## config.mk

```make
export PLATFORM = sky130hd
export DESIGN_NAME = pipe_if_stage
export DESIGN_NICKNAME = d
export VERILOG_FILES = /design/src/rtl/pipe_pkg.sv /design/src/rtl/pipe_if_stage_mux4x32.sv /design/src/rtl/pipe_if_stage.sv
export SDC_FILE = /design/constraint.sdc
export NUM_CORES = 1
export LEC_CHECK = 0
export CORE_MARGIN = 10
export CORE_UTILIZATION = 50
export CTS_BUF_LIST = sky130_fd_sc_hd__clkbuf_4
export DETAILED_ROUTE_END_ITERATION = 10
export PLACE_DENSITY = 0.88
export SLEW_MARGIN = 20
export SYNTH_ARGS = -nofsm -noshare
export SYNTH_HDL_FRONTEND = slang
export SYNTH_SLANG_ARGS = --single-unit
```

## constraint.sdc

```tcl
create_clock -name clock -period 2.9 [get_ports clock]
set_input_delay 0.58 -clock clock [delete_from_list [all_inputs] [get_ports clock]]
set_output_delay 0.58 -clock clock [all_outputs]
set_load 0.1 [all_outputs]
```

## src/rtl/pipe_pkg.sv

```systemverilog
// pipe_pkg: definitions shared by the pipeline stages.
//   PCS_*     : encodings of decode's next-PC select (pcsource).
//   NOP_INST  : instruction word used for an empty IF/ID slot (sll $0,$0,0).
//   if_state_e: fetch-stage state (REQ = request outstanding, FULL = skid buffer holds a word).
//   fetch_word_t: one fetched instruction with its PC+4.
package pipe_pkg;

   localparam logic [1:0]  PCS_SEQ  = 2'b00;
   localparam logic [1:0]  PCS_BR   = 2'b01;
   localparam logic [1:0]  PCS_JR   = 2'b10;
   localparam logic [1:0]  PCS_J    = 2'b11;

   localparam logic [31:0] NOP_INST = 32'h0000_0000;

   typedef enum logic {
      IF_REQ  = 1'b0,
      IF_FULL = 1'b1
   } if_state_e;

   typedef struct packed {
      logic [31:0] inst;
      logic [31:0] pc4;
   } fetch_word_t;

endpackage

```

## src/rtl/pipe_if_stage_mux4x32.sv

```systemverilog
// mux4x32: 4-to-1 multiplexer on 32-bit words.
//   a0..a3 : data inputs, selected by s = 0..3
//   s      : select
//   y      : selected word
module mux4x32 (
   input  logic [31:0] a0,
   input  logic [31:0] a1,
   input  logic [31:0] a2,
   input  logic [31:0] a3,
   input  logic [1:0]  s,
   output logic [31:0] y
);

   always_comb begin
      unique case (s)
         2'd0:    y = a0;
         2'd1:    y = a1;
         2'd2:    y = a2;
         default: y = a3;
      endcase
   end

endmodule

```

## src/rtl/pipe_if_stage.sv

```systemverilog
// pipe_if_stage: instruction-fetch stage.
//   clock, reset           : clock, synchronous active-high reset
//   bpc, jpc, rpc          : branch / jump / register targets from decode
//   pcsource, wpcir        : next-PC select and decode-advance from decode
//   imem_req/addr/ack/rdata: req/ack instruction-memory port (ack may be same cycle)
//   inst, dpc4, dvalid     : IF/ID pipeline register
// A single skid buffer absorbs a word that completes while decode is stalled,
// so the request is never held waiting on decode. A redirect that arrives
// while a fetch is still outstanding is parked in redir_pc and applied when
// that fetch (the delay slot) completes.
module pipe_if_stage
   import pipe_pkg::*;
#(
   parameter logic [31:0] RESET_PC = 32'h0000_0000
) (
   input  logic        clock,
   input  logic        reset,
   input  logic [31:0] bpc,
   input  logic [31:0] jpc,
   input  logic [31:0] rpc,
   input  logic [1:0]  pcsource,
   input  logic        wpcir,
   output logic        imem_req,
   output logic [31:0] imem_addr,
   input  logic        imem_ack,
   input  logic [31:0] imem_rdata,
   output logic [31:0] inst,
   output logic [31:0] dpc4,
   output logic        dvalid
);

   if_state_e   state;
   logic [31:0] pc;
   fetch_word_t skid;
   logic        redir_pend;
   logic [31:0] redir_pc;

   logic [31:0] pc4;
   logic [31:0] tgt;
   logic [31:0] next_pc;
   logic        slot_free;
   logic        redir_now;

   assign pc4       = pc + 32'd4;
   assign slot_free = wpcir | ~dvalid;
   // pcsource is only meaningful while decode holds a real instruction it is retiring
   assign redir_now = wpcir & dvalid & (pcsource != PCS_SEQ);

   // Input 0 is never selected when redir_now is true; pc4 keeps it defined.
   mux4x32 u_tgt_mux (
      .a0 (pc4),
      .a1 (bpc),
      .a2 (rpc),
      .a3 (jpc),
      .s  (pcsource),
      .y  (tgt)
   );

   // Address of the fetch after the one completing now.
   always_comb begin
      if (redir_now)       next_pc = tgt;
      else if (redir_pend) next_pc = redir_pc;
      else                 next_pc = pc4;
   end

   assign imem_req  = ~reset & (state == IF_REQ);
   assign imem_addr = pc;

   always_ff @(posedge clock) begin
      if (reset) begin
         state      <= IF_REQ;
         pc         <= RESET_PC;
         skid       <= '0;
         redir_pend <= 1'b0;
         redir_pc   <= '0;
         inst       <= NOP_INST;
         dpc4       <= '0;
         dvalid     <= 1'b0;
      end else begin
         unique case (state)
            IF_REQ: begin
               if (imem_ack) begin
                  pc         <= next_pc;
                  redir_pend <= 1'b0;
                  if (slot_free) begin
                     inst   <= imem_rdata;
                     dpc4   <= pc4;
                     dvalid <= 1'b1;
                  end else begin
                     skid  <= '{inst: imem_rdata, pc4: pc4};
                     state <= IF_FULL;
                  end
               end else begin
                  if (redir_now) begin
                     redir_pend <= 1'b1;
                     redir_pc   <= tgt;
                  end
                  if (slot_free) begin
                     inst   <= NOP_INST;
                     dvalid <= 1'b0;
                  end
               end
            end
            IF_FULL: begin
               // No request for pc is outstanding yet, so a redirect can retarget it directly.
               if (redir_now) pc <= tgt;
               if (slot_free) begin
                  inst   <= skid.inst;
                  dpc4   <= skid.pc4;
                  dvalid <= 1'b1;
                  state  <= IF_REQ;
               end
            end
            default: state <= IF_REQ;
         endcase
      end
   end

endmodule

```

Word-level counts from Yosys, hierarchy flattened

Index checks and enable logic that the tools add are counted.

Bits in registers: 195
Input bits: 134

$add $sub $neg: 1
Eq/ne operators: 7
Multiplexer cells: 24
Bitwise logic cells: 9
Reductions and logical operators: 9

Operator list:

| cell                                                            | number |
|---|---|
| 32-bit 2-to-1 mux                                               | 11 |
| 32-bit case mux with 2 select lines                             | 3 |
| 32-bit case mux with 3 select lines                             | 1 |
| 32-bit by 3-bit adder with 32-bit output, second input constant | 1 |
| 3-bit AND reduction                                             | 3 |
| 1-bit 2-to-1 mux                                                | 7 |
| 2-bit AND reduction                                             | 3 |
| 1-bit inverter                                                  | 5 |
| 2-bit by 1-bit != test with 1-bit output, second input constant | 2 |
| 2-bit != test, second input constant                            | 2 |
| 1-bit case mux with 2 select lines                              | 2 |
| 2-bit nonzero test                                              | 2 |
| 1-bit bitwise AND                                               | 3 |
| 3-bit != test, second input constant                            | 1 |
| 2-bit by 1-bit == test with 1-bit output, second input constant | 1 |
| 2-bit == test, second input constant                            | 1 |
| 2-bit zero test                                                 | 1 |
| 1-bit OR                                                        | 1 |

Depth between registers and ports, before layout

Word-level depth: 5
Gate-level depth with buffers: 8

Modules after synthesis

From an unflattened synthesis, not the netlist that was laid out.

Cell total of the unflattened synthesis: 1164
Area total of the unflattened synthesis: 9545.4 µm²

By module, submodules not included:

| module        | times used | cells an instance | area each (µm²) |
|---|---|---|---|
| pipe_if_stage | 1          | 1125              | 8730.9 |
| mux4x32       | 1          | 39                | 814.5 |

Worst setup path before layout

Ideal clock, no wire load.

Path kind: register -> register
From: register pc[6], in the netlist imem_addr[6]
To: register pc[23], in the netlist imem_addr[23]
Data arrival time: 3020 ps
Slack: -247 ps
Stages on the path, launching flop included: 8
Path buffers: 1
Cells stage by stage: dfxtp_1 buf_2 nand4_4 nor4_1 nor3b_1 mux2_2 a221oi_1 nor2_1

Longest elaborated chain between the ends: 5
Elaborated cells between the ends (all ways): 7

RTL lines:

| element                                                                  | line                                             | source |
|---|---|---|
| start, declared                                                          | pipe_if_stage.sv:33                              | `logic [31:0] pc;` |
| start signal, assigned                                                   | pipe_if_stage.sv:83                              | `pc <= next_pc;` |
| start signal, assigned                                                   | pipe_if_stage.sv:106                             | `if (redir_now) pc <= tgt;` |
| 32-bit by 3-bit adder with 32-bit output *                               | pipe_if_stage.sv:44                              | `assign pc4 = pc + 32'd4;` |
| 32-bit case mux with 3 select lines or 32-bit 2-to-1 mux (tied branches) | pipe_if_stage_mux4x32.sv:15, pipe_if_stage.sv:62 |  |
| 32-bit 2-to-1 mux                                                        | pipe_if_stage.sv:61                              | `if (redir_now) next_pc = tgt;` |
| 32-bit 2-to-1 mux                                                        | pipe_if_stage.sv:82                              | `if (imem_ack) begin` |
| 32-bit case mux with 2 select lines *                                    | pipe_if_stage.sv:80                              | `unique case (state)` |

Every way passes the cells marked *; elsewhere a longest branch is shown, timed or not. The select of a mux whose other input is x is not followed.
A chain may end at the register's enable or synchronous reset.

Worst setup path in the final report

Same ends and word-level chain as after synthesis.

==> run summary <==
Hold_buf cts = 0
Detailed Place HPWL = 23000 um
NetSw = 2.24 mW
Worst path cell trace = nand4_4 > nor4_1 > nor3b_1 > mux2_2 > a221oi_1 > nor2_1
Min Tclk post-route = 2.59 ns
Most frequent cells in the layout = 181 x nand2_1, 179 x dfxtp_1, 137 x buf_4
Largest net degree at the start of global routing = 108
Area growth syn-to-layout = 29.2%
Synth async-reset ratio = 0%
Reg clk slew, reported paths = 0.17 ns
Startpoint Class = flip-flop
# Post-CTS Setup Buffers = 0
Width of the die = 157 um
Final Hold Viols = 0
Crit path required time = 3.40 ns
GPL Wtd Cong = 0.993
Flops & latches, synth = 195
Buffers added on ports = 231
Total routed wirelength = 31300 um
Hold WC Path Type = input pin to flip-flop
Antenna-violating nets left = 0
Post-Synthesis Cells = 1181
Unrepaired setup endpoints after global routing = false
Router iterations before antenna repair = 6
Fraction of layout cells with a size suffix above 1 = 16.9%
Post-layout util = 66.4%
Critical path class = flip-flop to flip-flop
Clock sinks = 195
Max Clk Rate = 387 MHz
Avg Cell Area, Syn = 7.90 sq um
Post-synthesis sequential area ratio = 41.8%
Number of max-cap violations = 0
Final #Nets = 1509
Number of flops mapped to enable cells by yosys = 0
Vias in the first global route = 9302
Initial antenna violation count = 1
R2r endpoint = imem_addr[23]
DP Area = 11800 sq um
CP endpoint kind = flip-flop
Top FF cell, synth = dfxtp_1
Clk Latency, worst-skew pair = 0.60 ns
Sequential share of power = 48.8%
Setup TNS = 0 ns
Switching share of power = 37.6%
R2R setup slack = 0.31 ns
Total global routing overflow = 0
Syn nets = 1316
Clock Power Share = 24.7%
Synth cell types = 57
Comb power frac = 26.6%
Mapped cell area = 9330 sq um
Slew HR = 36.7%
Row cnt = 49
GRT Total Usage = 24.9%
Ratio of total power to cell area = 495 nW/um^2
Setup ws final = 0.314 ns
Min-delay src = reset
Final slew viol count = 0
Die H = 157 um
Core Area = 18100 sq um
# H-tree levels = 4
Slew @ Worst Pin = 0.950 ns
CTS max path bufs = 2
Most common cell after layout, fill and taps aside = nand2_1
Routed vias = 9736
Total die area = 24500 sq um
Cts repair resizes = 0
Sink of the worst hold path = skid[2]
CP arrival = 3.09 ns
Initial Util = 51.4%
Worst vdd ir = 0.000247 V
Residual DRC = 0
Ys Warns = 0
Static leakage = 4.63 nW
Reg2Reg Launch Point = imem_addr[6]
Final period util = 89.2%
Clk_skew = 0.0177 ns
Num CTS Buffers = 17
Detail-routed via count per cell = 6.02
Worst slack, placed = 0.0662 ns
Hold Path Cell Cnt = 2
First-pass GRT wire length = 49300 um
Outcome = finished clean
Depth of the most critical reg-to-reg path = 6
TritonCTS clock tree = built
IO Pins = 232
Internal power = 3.72 mW
First DRT Iteration DRCs = 1146
Critical Path Fanout Max = 9
Root Driver = clkbuf_4
Final-report setup violation count = 0
Worst path slowest cell = nor4_1
Cell area after layout = 12100 sq um
CP peak stage delay = 0.63 ns
Detailed-route wire length per cell = 19.3 um
==> sequential cells by signal (all words and copies together) (netlist names) <==
signal / cells
state: 1
dpc4: 32
redir_pc: 32
inst: 32
dvalid: 1
redir_pend: 1
skid: 64
imem_addr: 32
==> cell type report <==
cell class	count	area (sq um)
tap	229	287
multi-input combinational	877	5020
clock buffer	17	128
clock inverter	15	166
timing repair buffer	277	2500
antenna	1	2.50
fill	1515	6090
inverter	6	22.5
sequential	195	3920
==> routing by layer <==
metal  GRT usage, %  vias up  routed length (um)
li1               -     4612                   -
met4           8.45        0                 876
met1           31.5     4495               12800
met2           39.6      557               14300
met3           7.51       72                3340
met5              0        -                   0
==> power groups by stage <==
stage          Combinational [mW]  Sequential (mW)  Clock, mW
3_5_place_dp                 1.57             2.96          0
6_report                     1.58             2.91       1.47
2_1_floorplan               0.512             3.48          0
3_3_place_gp                 1.56             2.96          0
5_1_grt                      1.67             2.92       1.62
4_1_cts                      1.58             2.91       1.50
==> synthesized netlist by cell type (3+ instances only) <==
cell | count | area share [%]
and3_1 | 39 | 2.6
nor3_1 | 57 | 3.1
dfxtp_1 | 195 | 42
nor4_1 | 3 | 0.20
mux2_2 | 17 | 2.1
a31oi_1 | 11 | 0.74
o211a_1 | 3 | 0.32
xor2_1 | 12 | 1.1
nand4_1 | 11 | 0.74
nand3_1 | 28 | 1.5
o22ai_1 | 4 | 0.27
a21oi_1 | 120 | 6.4
o221ai_1 | 7 | 0.66
clkbuf_1 | 85 | 3.4
xnor2_1 | 16 | 1.5
buf_1 | 7 | 0.28
nor2b_1 | 5 | 0.34
a32oi_1 | 4 | 0.38
inv_1 | 5 | 0.20
nand2_1 | 182 | 7.3
nand2b_1 | 11 | 0.74
a22o_1 | 3 | 0.28
o21a_1 | 6 | 0.48
buf_2 | 8 | 0.43
a211oi_1 | 59 | 4.7
o21ai_0 | 55 | 2.9
mux2i_1 | 21 | 2.3
o211ai_1 | 27 | 2.2
nor2_1 | 127 | 5.1
mux4_2 | 7 | 1.7
a22oi_1 | 11 | 0.88
==> critical path, delay by kind of cell, from the launching register on <==
kind / cells / cell delay (ns)
AND/OR/NAND/NOR: 4 / 1.35
flip-flops: 1 / 0.48
multiplexers: 1 / 0.39
AO/OA/AOI/OAI: 1 / 0.27
==> through the flow <==
step                cells  power [mW]  hold WS [ns]
floorplan            1181        3.99         0.427
global placement     1584        4.52         0.435
detailed placement   1584        4.54         0.440
CTS                  1616        5.98         0.336
global route         1617        6.21         0.344
finish               1617        5.96         0.374
==> worst max-delay path by stage <==
stage | startpoint | endpoint | slack, ns | cells after the start
6_report | imem_addr[6] | imem_addr[23] | 0.31 | 6
5_1_grt | imem_addr[6] | imem_addr[23] | 0.26 | 6
4_1_cts | imem_addr[6] | imem_addr[23] | 0.37 | 6
3_5_place_dp | pcsource[1] | imem_addr[15] | 0.07 | 7
3_3_place_gp | pcsource[1] | imem_addr[15] | 0.16 | 7
2_1_floorplan | imem_addr[6] | imem_addr[23] | 0.11 | 7
==> cell families after synthesis <==
family | count (synthesis) | share of synthesized area, %
muxes | 45 | 5.99
AOI/OAI and AO/OA | 328 | 22.0
and+or+nand+nor | 475 | 22.8
adders and majority gates | 1 | 0.134
xor gates and xnor gates | 28 | 2.63
DFF | 195 | 41.8
buffers and inverters | 109 | 4.65
No activity file was read; power rests on OpenSTA's default activity.
